**src/rtl/pw_verify_ctrl.sv**
```systemverilog
// Password verification controller for the door lock: checks a submitted keypad
// code, holds the lock open for a tick-timed window and enforces lockout after repeated failures.
module pw_verify_ctrl #(
    parameter int DIGITS       = 4,
    parameter int DIGIT_W      = 4,
    parameter int MAX_TRIES    = 3,
    parameter int UNLOCK_TICKS = 500,
    parameter int LOCK_TICKS   = 3000,
    parameter int TRY_W        = $clog2(MAX_TRIES + 1)
) (
    input  logic                    clk,
    input  logic                    reset,
    input  logic                    tick,
    input  logic [DIGITS*DIGIT_W-1:0] entry,
    input  logic [DIGITS*DIGIT_W-1:0] password,
    input  logic                    submit,
    input  logic                    lock_req,
    output logic                    unlocked,
    output logic                    lockout,
    output logic                    fail,
    output logic                    clr_entry,
    output logic [TRY_W-1:0]        tries_left
);

    localparam int CW    = DIGITS * DIGIT_W;
    localparam int MAX_T = (UNLOCK_TICKS > LOCK_TICKS) ? UNLOCK_TICKS : LOCK_TICKS;
    localparam int CNT_W = $clog2(MAX_T + 1);

    typedef enum logic [1:0] {
        IDLE,
        CHECK,
        OPEN,
        LOCKOUT
    } state_t;

    state_t            state;
    logic [CNT_W-1:0]  tick_cnt;
    logic [CW-1:0]     code;

    // NOTE: all state and outputs live in one clocked block and use non-blocking
    // assignments, so every read sees the value from before this edge.
    always_ff @(posedge clk) begin
        if (reset) begin
            state      <= IDLE;
            unlocked   <= 1'b0;
            lockout    <= 1'b0;
            fail       <= 1'b0;
            clr_entry  <= 1'b0;
            tries_left <= TRY_W'(MAX_TRIES);
            tick_cnt   <= '0;
            code       <= '0;
        end else begin
            // Pulse outputs default low; only the CHECK exit raises them.
            fail      <= 1'b0;
            clr_entry <= 1'b0;

            case (state)
                IDLE: begin
                    if (submit) begin
                        code  <= entry;
                        state <= CHECK;
                    end
                end

                CHECK: begin
                    clr_entry <= 1'b1;
                    tick_cnt  <= '0;
                    if (code == password) begin
                        unlocked   <= 1'b1;
                        tries_left <= TRY_W'(MAX_TRIES);
                        state      <= OPEN;
                    end else begin
                        fail       <= 1'b1;
                        tries_left <= tries_left - TRY_W'(1);
                        if (tries_left == TRY_W'(1)) begin
                            lockout <= 1'b1;
                            state   <= LOCKOUT;
                        end else begin
                            state   <= IDLE;
                        end
                    end
                end

                OPEN: begin
                    // lock_req wins over a coincident tick.
                    if (lock_req) begin
                        unlocked <= 1'b0;
                        state    <= IDLE;
                    end else if (tick) begin
                        if (tick_cnt == CNT_W'(UNLOCK_TICKS - 1)) begin
                            unlocked <= 1'b0;
                            state    <= IDLE;
                        end else begin
                            tick_cnt <= tick_cnt + CNT_W'(1);
                        end
                    end
                end

                LOCKOUT: begin
                    if (tick) begin
                        if (tick_cnt == CNT_W'(LOCK_TICKS - 1)) begin
                            lockout    <= 1'b0;
                            tries_left <= TRY_W'(MAX_TRIES);
                            state      <= IDLE;
                        end else begin
                            tick_cnt <= tick_cnt + CNT_W'(1);
                        end
                    end
                end

                default: state <= IDLE;
            endcase
        end
    end

endmodule

```
**config.mk**
```make
export PLATFORM = sky130hd
export DESIGN_NAME = pw_verify_ctrl
export DESIGN_NICKNAME = d
export VERILOG_FILES = /design/src/rtl/pw_verify_ctrl.sv
export SDC_FILE = /design/constraint.sdc
export NUM_CORES = 1
export LEC_CHECK = 0
export CORE_MARGIN = 2
export CORE_UTILIZATION = 49
export DETAILED_ROUTE_END_ITERATION = 10
export GPL_ROUTABILITY_DRIVEN = 0
export GPL_TIMING_DRIVEN = 0
export PLACE_DENSITY = 0.81
export SETUP_SLACK_MARGIN = 0.05
export SLEW_MARGIN = 0
export SYNTH_ARGS = -nofsm -noshare
export SYNTH_HDL_FRONTEND = slang
export SYNTH_SLANG_ARGS = --single-unit
export TNS_END_PERCENT = 1
```
**constraint.sdc**
```tcl
create_clock -name clk -period 2.2 [get_ports clk]
set_clock_uncertainty 0.05 [all_clocks]
set_input_delay 0.44 -clock clk [delete_from_list [all_inputs] [get_ports clk]]
set_output_delay 0.44 -clock clk [all_outputs]
set_load 0.02 [all_outputs]
```
# --- After elaboration in Yosys (flattened, before gate mapping) ---
# Index checks and enable logic that the tools add are counted.
op_classes:
  add_sub_neg: 2
  eq_ne: 19
  n_mux: 31
  bitwise_logic: 1
  reduce_logical: 11
ops:
  columns: ["operator", "n"]
  rows:
  - ["12-bit two-way mux", 5]
  - ["12-bit case mux with 3 select lines", 1]
  - ["2-bit two-way mux", 11]
  - ["2-bit != test, second input constant", 10]
  - ["16-bit equality test", 1]
  - ["12-bit by 1-bit adder with 12-bit output, second input constant", 1]
  - ["12-bit equality test, second input constant", 1]
  - ["12-bit by 9-bit equality test with 1-bit output, second input constant", 1]
  - ["1-bit two-way mux", 10]
  - ["5-bit AND reduction", 2]
  - ["2-bit case mux with 4 select lines", 1]
  - ["3-bit != test, second input constant", 2]
  - ["6-bit AND reduction", 1]
  - ["2-bit by 1-bit equality test with 1-bit output, second input constant", 2]
  - ["2-bit equality test, second input constant", 2]
  - ["1-bit case mux with 2 select lines", 2]
  - ["2-bit case mux with 2 select lines", 1]
  - ["4-bit AND reduction", 1]
  - ["2-bit nonzero test", 2]
  - ["3-bit AND reduction", 1]
  - ["3-bit nonzero test", 1]
  - ["2-bit logical NOT", 1]
  - ["2-bit AND reduction", 1]
  - ["2-bit OR reduction", 1]
  - ["other kinds (2)", 2]
word_totals:
  regBits: 36
  output_inout_bits: 6

# --- Depth between registers and ports, before layout ---
# Gate-level depths: netlist of run 1.
depth:
  word_depth: 5
  depth_mapped: 6

# --- Worst setup path after synthesis of run 1 ---
# OpenSTA, ideal clock, no wires.
synth_timing:
  kind: "register to register"
  from: "reg tick_cnt[0]"
  to: "reg unlocked"
  setup_time_ns: 0.124
  arrival_ns: 1.588
  t_required_ns: 2.026
  path_slack_ns: 0.438
  path_stages_with_launch: 7
  path_buffers: 1
  period_less_slack_ns: 1.762
  path_cell_list: "dfxtp_1 -> ha_1 -> or3b_1 -> buf_6 -> o41a_1 -> o221ai_1 -> a21oi_1"
synth_between:
  elab_chain_cells: 3
synth_lines:
  columns: ["element", "line", "source"]
  rows:
  - ["from (decl)", "37", "logic [CNT_W-1:0] tick_cnt;"]
  - ["from (signal assigned)", "94", "tick_cnt <= tick_cnt + CNT_W'(1);"]
  - ["from (signal assigned)", "106", "tick_cnt <= tick_cnt + CNT_W'(1);"]
  - ["12-bit by 9-bit equality test with 1-bit output", "90", "if (tick_cnt == CNT_W'(UNLOCK_TICKS - 1)) begin"]
  - ["3-bit != test (no line)", null, null]
  - ["4-bit AND reduction (no line)", null, null]
  - ["to (signal assigned)", "69", "unlocked <= 1'b1;"]
  - ["to (signal assigned)", "87", "unlocked <= 1'b0;"]
  - ["to (signal assigned)", "91", "unlocked <= 1'b0;"]
  - ["to (decl)", "18", "output logic unlocked,"]
# No other way between the ends.
# A chain may end at the register's enable or synchronous reset.

# --- Worst setup path in the final report of run 1 ---
layout_timing:
  from: "reg tick_cnt[0]"
  to: "reg tick_cnt[0]"
layout_between:
  elab_chain_cells: 5
  elab_cells_between_ends: 12
  classes_between: "add/sub (1); eq/ne (4); mux (6); reduce/logical (1)"
layout_lines:
  columns: ["element", "line", "source"]
  rows:
  - ["12-bit by 1-bit adder with 12-bit output", "94, 106", null]
  - ["12-bit two-way mux", "90", null]
  - ["12-bit two-way mux", "89", "end else if (tick) begin"]
  - ["12-bit two-way mux", "86", "if (lock_req) begin"]
  - ["12-bit case mux with 3 select lines", "57", "case (state)"]
# Several ways; a longest one is shown, not always the timed one. The select of a mux whose other input is x is not followed.

==> results of run 1 <==
-- cell usage after synthesis, drive strengths merged --
library cell,number
nor2,6
a211oi,3
buf,3
inv,9
dfxtp,36
o41a,1
nand4b,1
and2,4
nand2,41
nor4,8
or4b,1
nand2b,2
nand3b,1
and2b,1
or3,7
o31ai,3
a211o,1
xor2,16
nor2b,1
o211ai,2
o311a,1
a31oi,1
o311ai,3
clkbuf,6
or3b,1
o221ai,1
and3,1
or2,1
o21ai,9
nand4,4
xnor2,1
nand3,2
ha,2
o41ai,2
a21oi,26
a31o,1
or4,2
o2111ai,3
-- per-layer routing --
layer  wire (µm)  GRT usage
met1        1860      0.277
met2        2000      0.352
met3         184     0.0365
met4          72     0.0745
met5           0          0
-- registers in the layout, summed over array words and instances, names as in the netlist --
signal / cells
clr_entry: 1
code: 16
fail: 1
lockout: 1
state: 2
tick_cnt: 12
tries_left: 2
unlocked: 1
-- stage by stage --
| step | hold slack, ns | area [µm²] | setup WS (ns) | total power [W] | std cells |
|---|---|---|---|---|---|
| CTS | 0.420 | 2380 | 0.214 | 0.00141 | 311 |
| finish | 0.416 | 2380 | 0.205 | 0.00139 | 311 |
| floorplan | 0.398 | 1800 | 0.438 | 0.000808 | 214 |
| global route | 0.434 | 2380 | 0.0530 | 0.00146 | 311 |
| detailed placement | 0.410 | 2280 | -0.0674 | 0.000914 | 304 |
| global placement | 0.405 | 2280 | -0.0878 | 0.000910 | 304 |
-- final cells by class --
cell class                      count  area [µm²]  area share
Inverter                            9        33.8      0.0142
Multi-Input combinational cell    160        1000       0.421
Timing Repair Buffer               42         420       0.177
Tap cell                           48        60.1      0.0253
Buffer                              9        43.8      0.0184
Clock buffer                        7        96.3      0.0405
Sequential cell                    36         721       0.303
-- cells by family after synthesis --
logic type	Yosys count
simple gates	84
xor+xnor	17
flops	36
fa+ha+maj	2
buf+inv	18
compound gates	57
-- worst max-delay path, cell delays in order (launching register included) --
cell	delay, ns
dfxtp_1	0.38
ha_1	0.23
or3b_1	0.38
buf_6	0.15
nor4_2	0.38
or2_2	0.21
o31ai_1	0.08
-- cells in the final DEF (no fill, tap or decap), types with 3 or more instances in the layout --
master	netlist	final
xor2_1	16	16
nor2_1	6	6
o21ai_0	9	9
nand2_1	41	41
dfxtp_1	36	36
nor4_1	4	4
clkbuf_8	0	7
and2_1	4	4
or3_1	7	7
clkbuf_1	6	6
o2111ai_1	3	3
a21oi_1	26	26
a211oi_1	3	3
o31ai_1	3	3
clkdlybuf4s50_1	0	42
nand4_1	3	3
inv_1	9	9
-- path summary, 6_finish.rpt --
check              startpoint          end  slack [ns]  cells after the start
setup reg to reg  tick_cnt[0]  tick_cnt[0]        0.20                      6
setup / recovery  tick_cnt[0]  tick_cnt[0]        0.20                      6
hold / removal        code[4]      code[4]        0.42                      2
hold reg to reg       code[4]      code[4]        0.42                      2
-- power groups by stage --
stage | combinational [W] | sequential (W) | clock (W)
global route | 0.000226 | 0.000698 | 0.000533
global placement | 0.000200 | 0.000709 | 0
detailed placement | 0.000204 | 0.000710 | 0
finish | 0.000203 | 0.000696 | 0.000495
floorplan | 0.0000953 | 0.000713 | 0
CTS | 0.000206 | 0.000696 | 0.000509
==> results.md, run 1 <==
* Final Max Tran Viols at 0
* Post-Synth Adder-Cell Area at 0.0139
* Net Switching at 0.000328 W
* DR pass1 iterations at 4
* Xor/xnor share of the synthesized area at 0.0828
* Routed len/inst at between 10 and 15 µm
* Netlist cell types at 43
* H-tree lvl count at 2
* Max Cap Viol at 0
* DR DRC count at 0
* Internal power at approximately 0.0011 W
* Hpwl dp at between 3 and 4 mm
* Clock root buffer: clkbuf_8
* Avg Inst Size Synth at 8.41 µm²
* Seq/Total Area, Yosys at 0.401
* Outcome: finished clean
* Largest net degree at the start of global routing at 11
* ANT nets after route at 0
* Net count, final at between 300 and 400
* Slew @ Worst Pin at about 0.55 ns
* Synthesized Nets at 253
* Ant diodes at 0
* Fin crit period at between 1.5 and 2 ns
* Endpoints failing hold at 0
* Buffer count from post-CTS setup fixing at 0
* Vias at around 1,700
* Area of the core at roughly 0.0036 mm²
* Post-synthesis cell count at 214
* Die Height at approximately 65 µm
* Power Density at 586 mW/mm²
* First-pass GRT wire length at about 7 mm
* Post_cts resized at 0
* Layout cells sized above 1 at 0.0646
* Site Rows at 22
* Sum of negative setup slack at 0 ns
* Vias per cell at between 5 and 6
* Crit-path max FO at 6
* Comb power frac at 0.146
* Die area at around 0.0042 mm²
* Total global-route track usage at 0.211
* Final Util at 0.659
* Clk sinks at 36
* Critical path arrival at around 2.1 ns
* Ports at between 40 and 50
* Fillers at between 300 and 400
* Leak pwr at roughly 0.9 nW
* CP startpoint kind: flip-flop
* TritonCTS Buffers at 5
* Largest family of logic cells by synthesized area: simple AND/OR/NAND/NOR gates
* Starting Density at 0.499
* Post-Synth Simple-Gate Area at 0.260
* Mux contribution to synthesized area at 0
* #FFs+latches synth at 36
* Clock buffer depth at 2
* Layout area overhead at 32.1%
* Vias in the first global route at 1,595
* RSZ-0062 raised after global routing: no
* Initial drt markers at 70
* Number of setup violations in the final report at 0
* CTS Hold Bufs at 0
* Die X-Extent at between 60 and 70 µm
* Slew HR at 0.635
* TritonCTS clock tree: done
* Critical Path RT at 2.29 ns
* Clk slew on worst S/H paths at ~0.060 ns
* Post-synth top area share at 0.401
* Sw frac at 0.235
* Peak supply drop at 0.504 mV
* Total grt overflow at 0
* Compound-Gate Fraction of Synth Area at 0.200
* PortBufs at between 40 and 50
* Final worst-path cycle share at 0.907
* Post-Syn Area at approximately 0.0018 mm²
* Largest cells by area after synthesis: dfxtp_1 (40%), nand2_1 (8.6%), xor2_1 (7.8%)
* Hold WC Path Type: flip-flop to flip-flop
* Crit Path Category: flip-flop to flip-flop
* Worst Setup End Kind: flip-flop
* Clock share of power at 0.355
* Initial antenna violation count at 0
* Final wirelength at about 4 mm
* Reg power frac at 0.499
* Yosys Warn Count at 0
* Worst skew pair latency at between 0.2 and 0.3 ns
* Fmax at around 500 MHz
* Area leader, netlist: dfxtp_1
No activity file was read; power rests on OpenSTA's default activity.
==> run 2, diff against run 1 <==
- PLACE_DENSITY: 0.81 -> not set
- PLACE_DENSITY_LB_ADDON: not set -> 0.15
==> run 2 against run 1 <==
  * Power up 5.3%
  * Utilization up 0.31 points
  * Critical path depth down 1
  * Via count down 0.71%
  * Worst setup slack worse by 0.039 ns
  * Sequential share of layout area down 0.14 points
  * Final cell count up 0.32%
  * Non-clock buffer count unchanged
  * Critical endpoint is now state[0]
  * Largest power group unchanged
==> results.md, run 2 (same netlist as run 1, synthesis figures left out) <==
* Hold WC Path Type: flip-flop to flip-flop (unchanged)
* Hpwl dp at 3.18 mm (was 3.23 mm)
* Site Rows at 22 (unchanged)
* Starting Density at 0.499 (unchanged)
* Clock buffer depth at 2 (unchanged)
* Placed Cells at 304 (unchanged)
* Number of setup violations in the final report at 0 (unchanged)
* Clock root buffer: clkbuf_8 (unchanged)
* CP startpoint kind: input pin (was flip-flop)
* Top Layer Used: met4 (unchanged)
* Power Density at 614 mW/mm² (was 586 mW/mm²)
* Ports at 43 (unchanged)
* Final non-filler cell area at 0.00239 mm² (was 0.00238 mm²)
* DR pass1 iterations at 4 (unchanged)
* Slew HR at 0.596 (was 0.635)
* Worst R2R Start: tick_cnt[0] (unchanged)
* Total grt overflow at 0 (unchanged)
* Ant diodes at 0 (unchanged)
* Vias at 1,688 (was 1,700)
* Peak supply drop at 0.465 mV (was 0.504 mV)
* WL met2 at 1.97 mm (was 2.00 mm)
* Die Height at 64.6 µm (unchanged)
* Area post-placement at 0.00228 mm² (unchanged)
* Final worst-path cycle share at 0.925 (was 0.907)
* Buffer count from post-CTS setup fixing at 0 (unchanged)
* Worst Hold Launch: code[14] (was code[4])
* Final WS setup at 0.166 ns (was 0.205 ns)
* Critical path arrival at 2.16 ns (was 2.09 ns)
* Total global-route track usage at 0.226 (was 0.211)
* Worst Setup SP: password[7] (was tick_cnt[0])
* Largest net degree at the start of global routing at 12 (was 11)
* DR DRC count at 0 (unchanged)
* Final wirelength at 4.31 mm (was 4.12 mm)
* Initial drt markers at 87 (was 70)
* Outcome: finished clean (unchanged)
* Die area at 0.00417 mm² (unchanged)
* Critical Path RT at 2.33 ns (was 2.29 ns)
* Fin crit period at 2.03 ns (was 2.00 ns)
* Multi-input gate area at 0.00100 mm² (unchanged)
* Met3 WL at 235 µm (was 184 µm)
* Worst Setup End Kind: flip-flop (unchanged)
* Top reg by flops: code (unchanged)
* First-pass GRT wire length at 7.31 mm (was 7.00 mm)
* Die X-Extent at 64.6 µm (unchanged)
* Worst skew pair latency at 0.29 ns (was 0.28 ns)
* Crit Path Category: input pin to flip-flop (was flip-flop to flip-flop)
* Fmax at 492 MHz (was 501 MHz)
* Layout area overhead at 32.7% (was 32.1%)
* Final Max Tran Viols at 0 (unchanged)
* Fillers at 316 (was 318)
* Clk sinks at 36 (unchanged)
* Final Non-Filler Cells at 312 (was 311)
* Max reg flops at 16 (unchanged)
* CTS Hold Bufs at 0 (unchanged)
* Commonest non-fill, non-tap cell in the layout: clkdlybuf4s50_1 (unchanged)
* Area of the core at 0.00361 mm² (unchanged)
* Leak pwr at 0.896 nW (was 0.891 nW)
* Dpl ws at -0.141 ns (was -0.0674 ns)
* TritonCTS clock tree: done (unchanged)
* Net count, final at 302 (unchanged)
* TritonCTS Buffers at 5 (unchanged)
* Met1 WL at 2.05 mm (was 1.86 mm)
* Post_cts resized at 0 (unchanged)
* Initial antenna violation count at 0 (unchanged)
* Layout cells sized above 1 at 0.0644 (was 0.0646)
* Endpoints failing hold at 0 (unchanged)
* PortBufs at 42 (unchanged)
* Slew @ Worst Pin at 0.606 ns (was 0.547 ns)
* Crit-path max FO at 7 (was 6)
* Routed len/inst at 13.8 µm (was 13.2 µm)
* RSZ-0062 raised after global routing: no (unchanged)
* Max Cap Viol at 0 (unchanged)
* ANT nets after route at 0 (unchanged)
* Largest regs: code: 16 flops, tick_cnt: 12 flops (unchanged)
* Vias per cell at 5.41 (was 5.47)
* H-tree lvl count at 2 (unchanged)
* Clk slew on worst S/H paths at 0.07 ns (was 0.06 ns)
* Commonest cells after routing, fill and taps aside: clkdlybuf4s50_1 (42), nand2_1 (41), dfxtp_1 (36) (unchanged)
* Vias in the first global route at 1,568 (was 1,595)
* Storage element area at 721 µm² (unchanged)
run 2: cell type report:
| cell class | count | share of cell area |
|---|---|---|
| buffer | 9 | 0.0183 |
| clock buffer | 6 | 0.0304 |
| clock inverter | 2 | 0.0147 |
| inverter | 9 | 0.0142 |
| multi-input combinational | 160 | 0.419 |
| sequential | 36 | 0.302 |
| tap | 48 | 0.0252 |
| timing repair buffer | 42 | 0.176 |
run 2: final timing paths:
path                 end  slack [ns]  depth (start not counted)
max             state[0]        0.17                          5
min reg2reg     code[14]        0.42                          2
max reg2reg  tick_cnt[2]        0.24                          6
min             code[14]        0.42                          2
run 2: worst max-delay path: stages:
cell	delay, ns
clkdlybuf4s50_1	0.43
xor2_1	0.15
nor4_1	0.36
nand4_1	0.38
o311a_1	0.40
run 2: per-layer routing:
metal | up-vias | GRT usage
met4 | 0 | 0.0824
met2 | 41 | 0.361
li1 | 863 | -
met1 | 778 | 0.294
met3 | 6 | 0.0625
met5 | - | 0
run 2: metrics by stage:
stage | hold WS [ns] | TNS, ns | power, W | utilization
after global routing | 0.440 | 0 | 0.00154 | 0.662
after floorplan | 0.398 | 0 | 0.000808 | -
after detailed placement | 0.412 | -0.249 | 0.000915 | 0.632
after global placement | 0.401 | -0.275 | 0.000911 | 0.632
final | 0.418 | 0 | 0.00147 | 0.662
after CTS | 0.422 | 0 | 0.00148 | 0.662
run 2: power breakdown:
group / internal [W] / switching (W)
clock: 0.000336 / 0.000231
combinational: 0.000109 / 0.0000953
sequential: 0.000677 / 0.0000180
total: 0.00112 / 0.000344
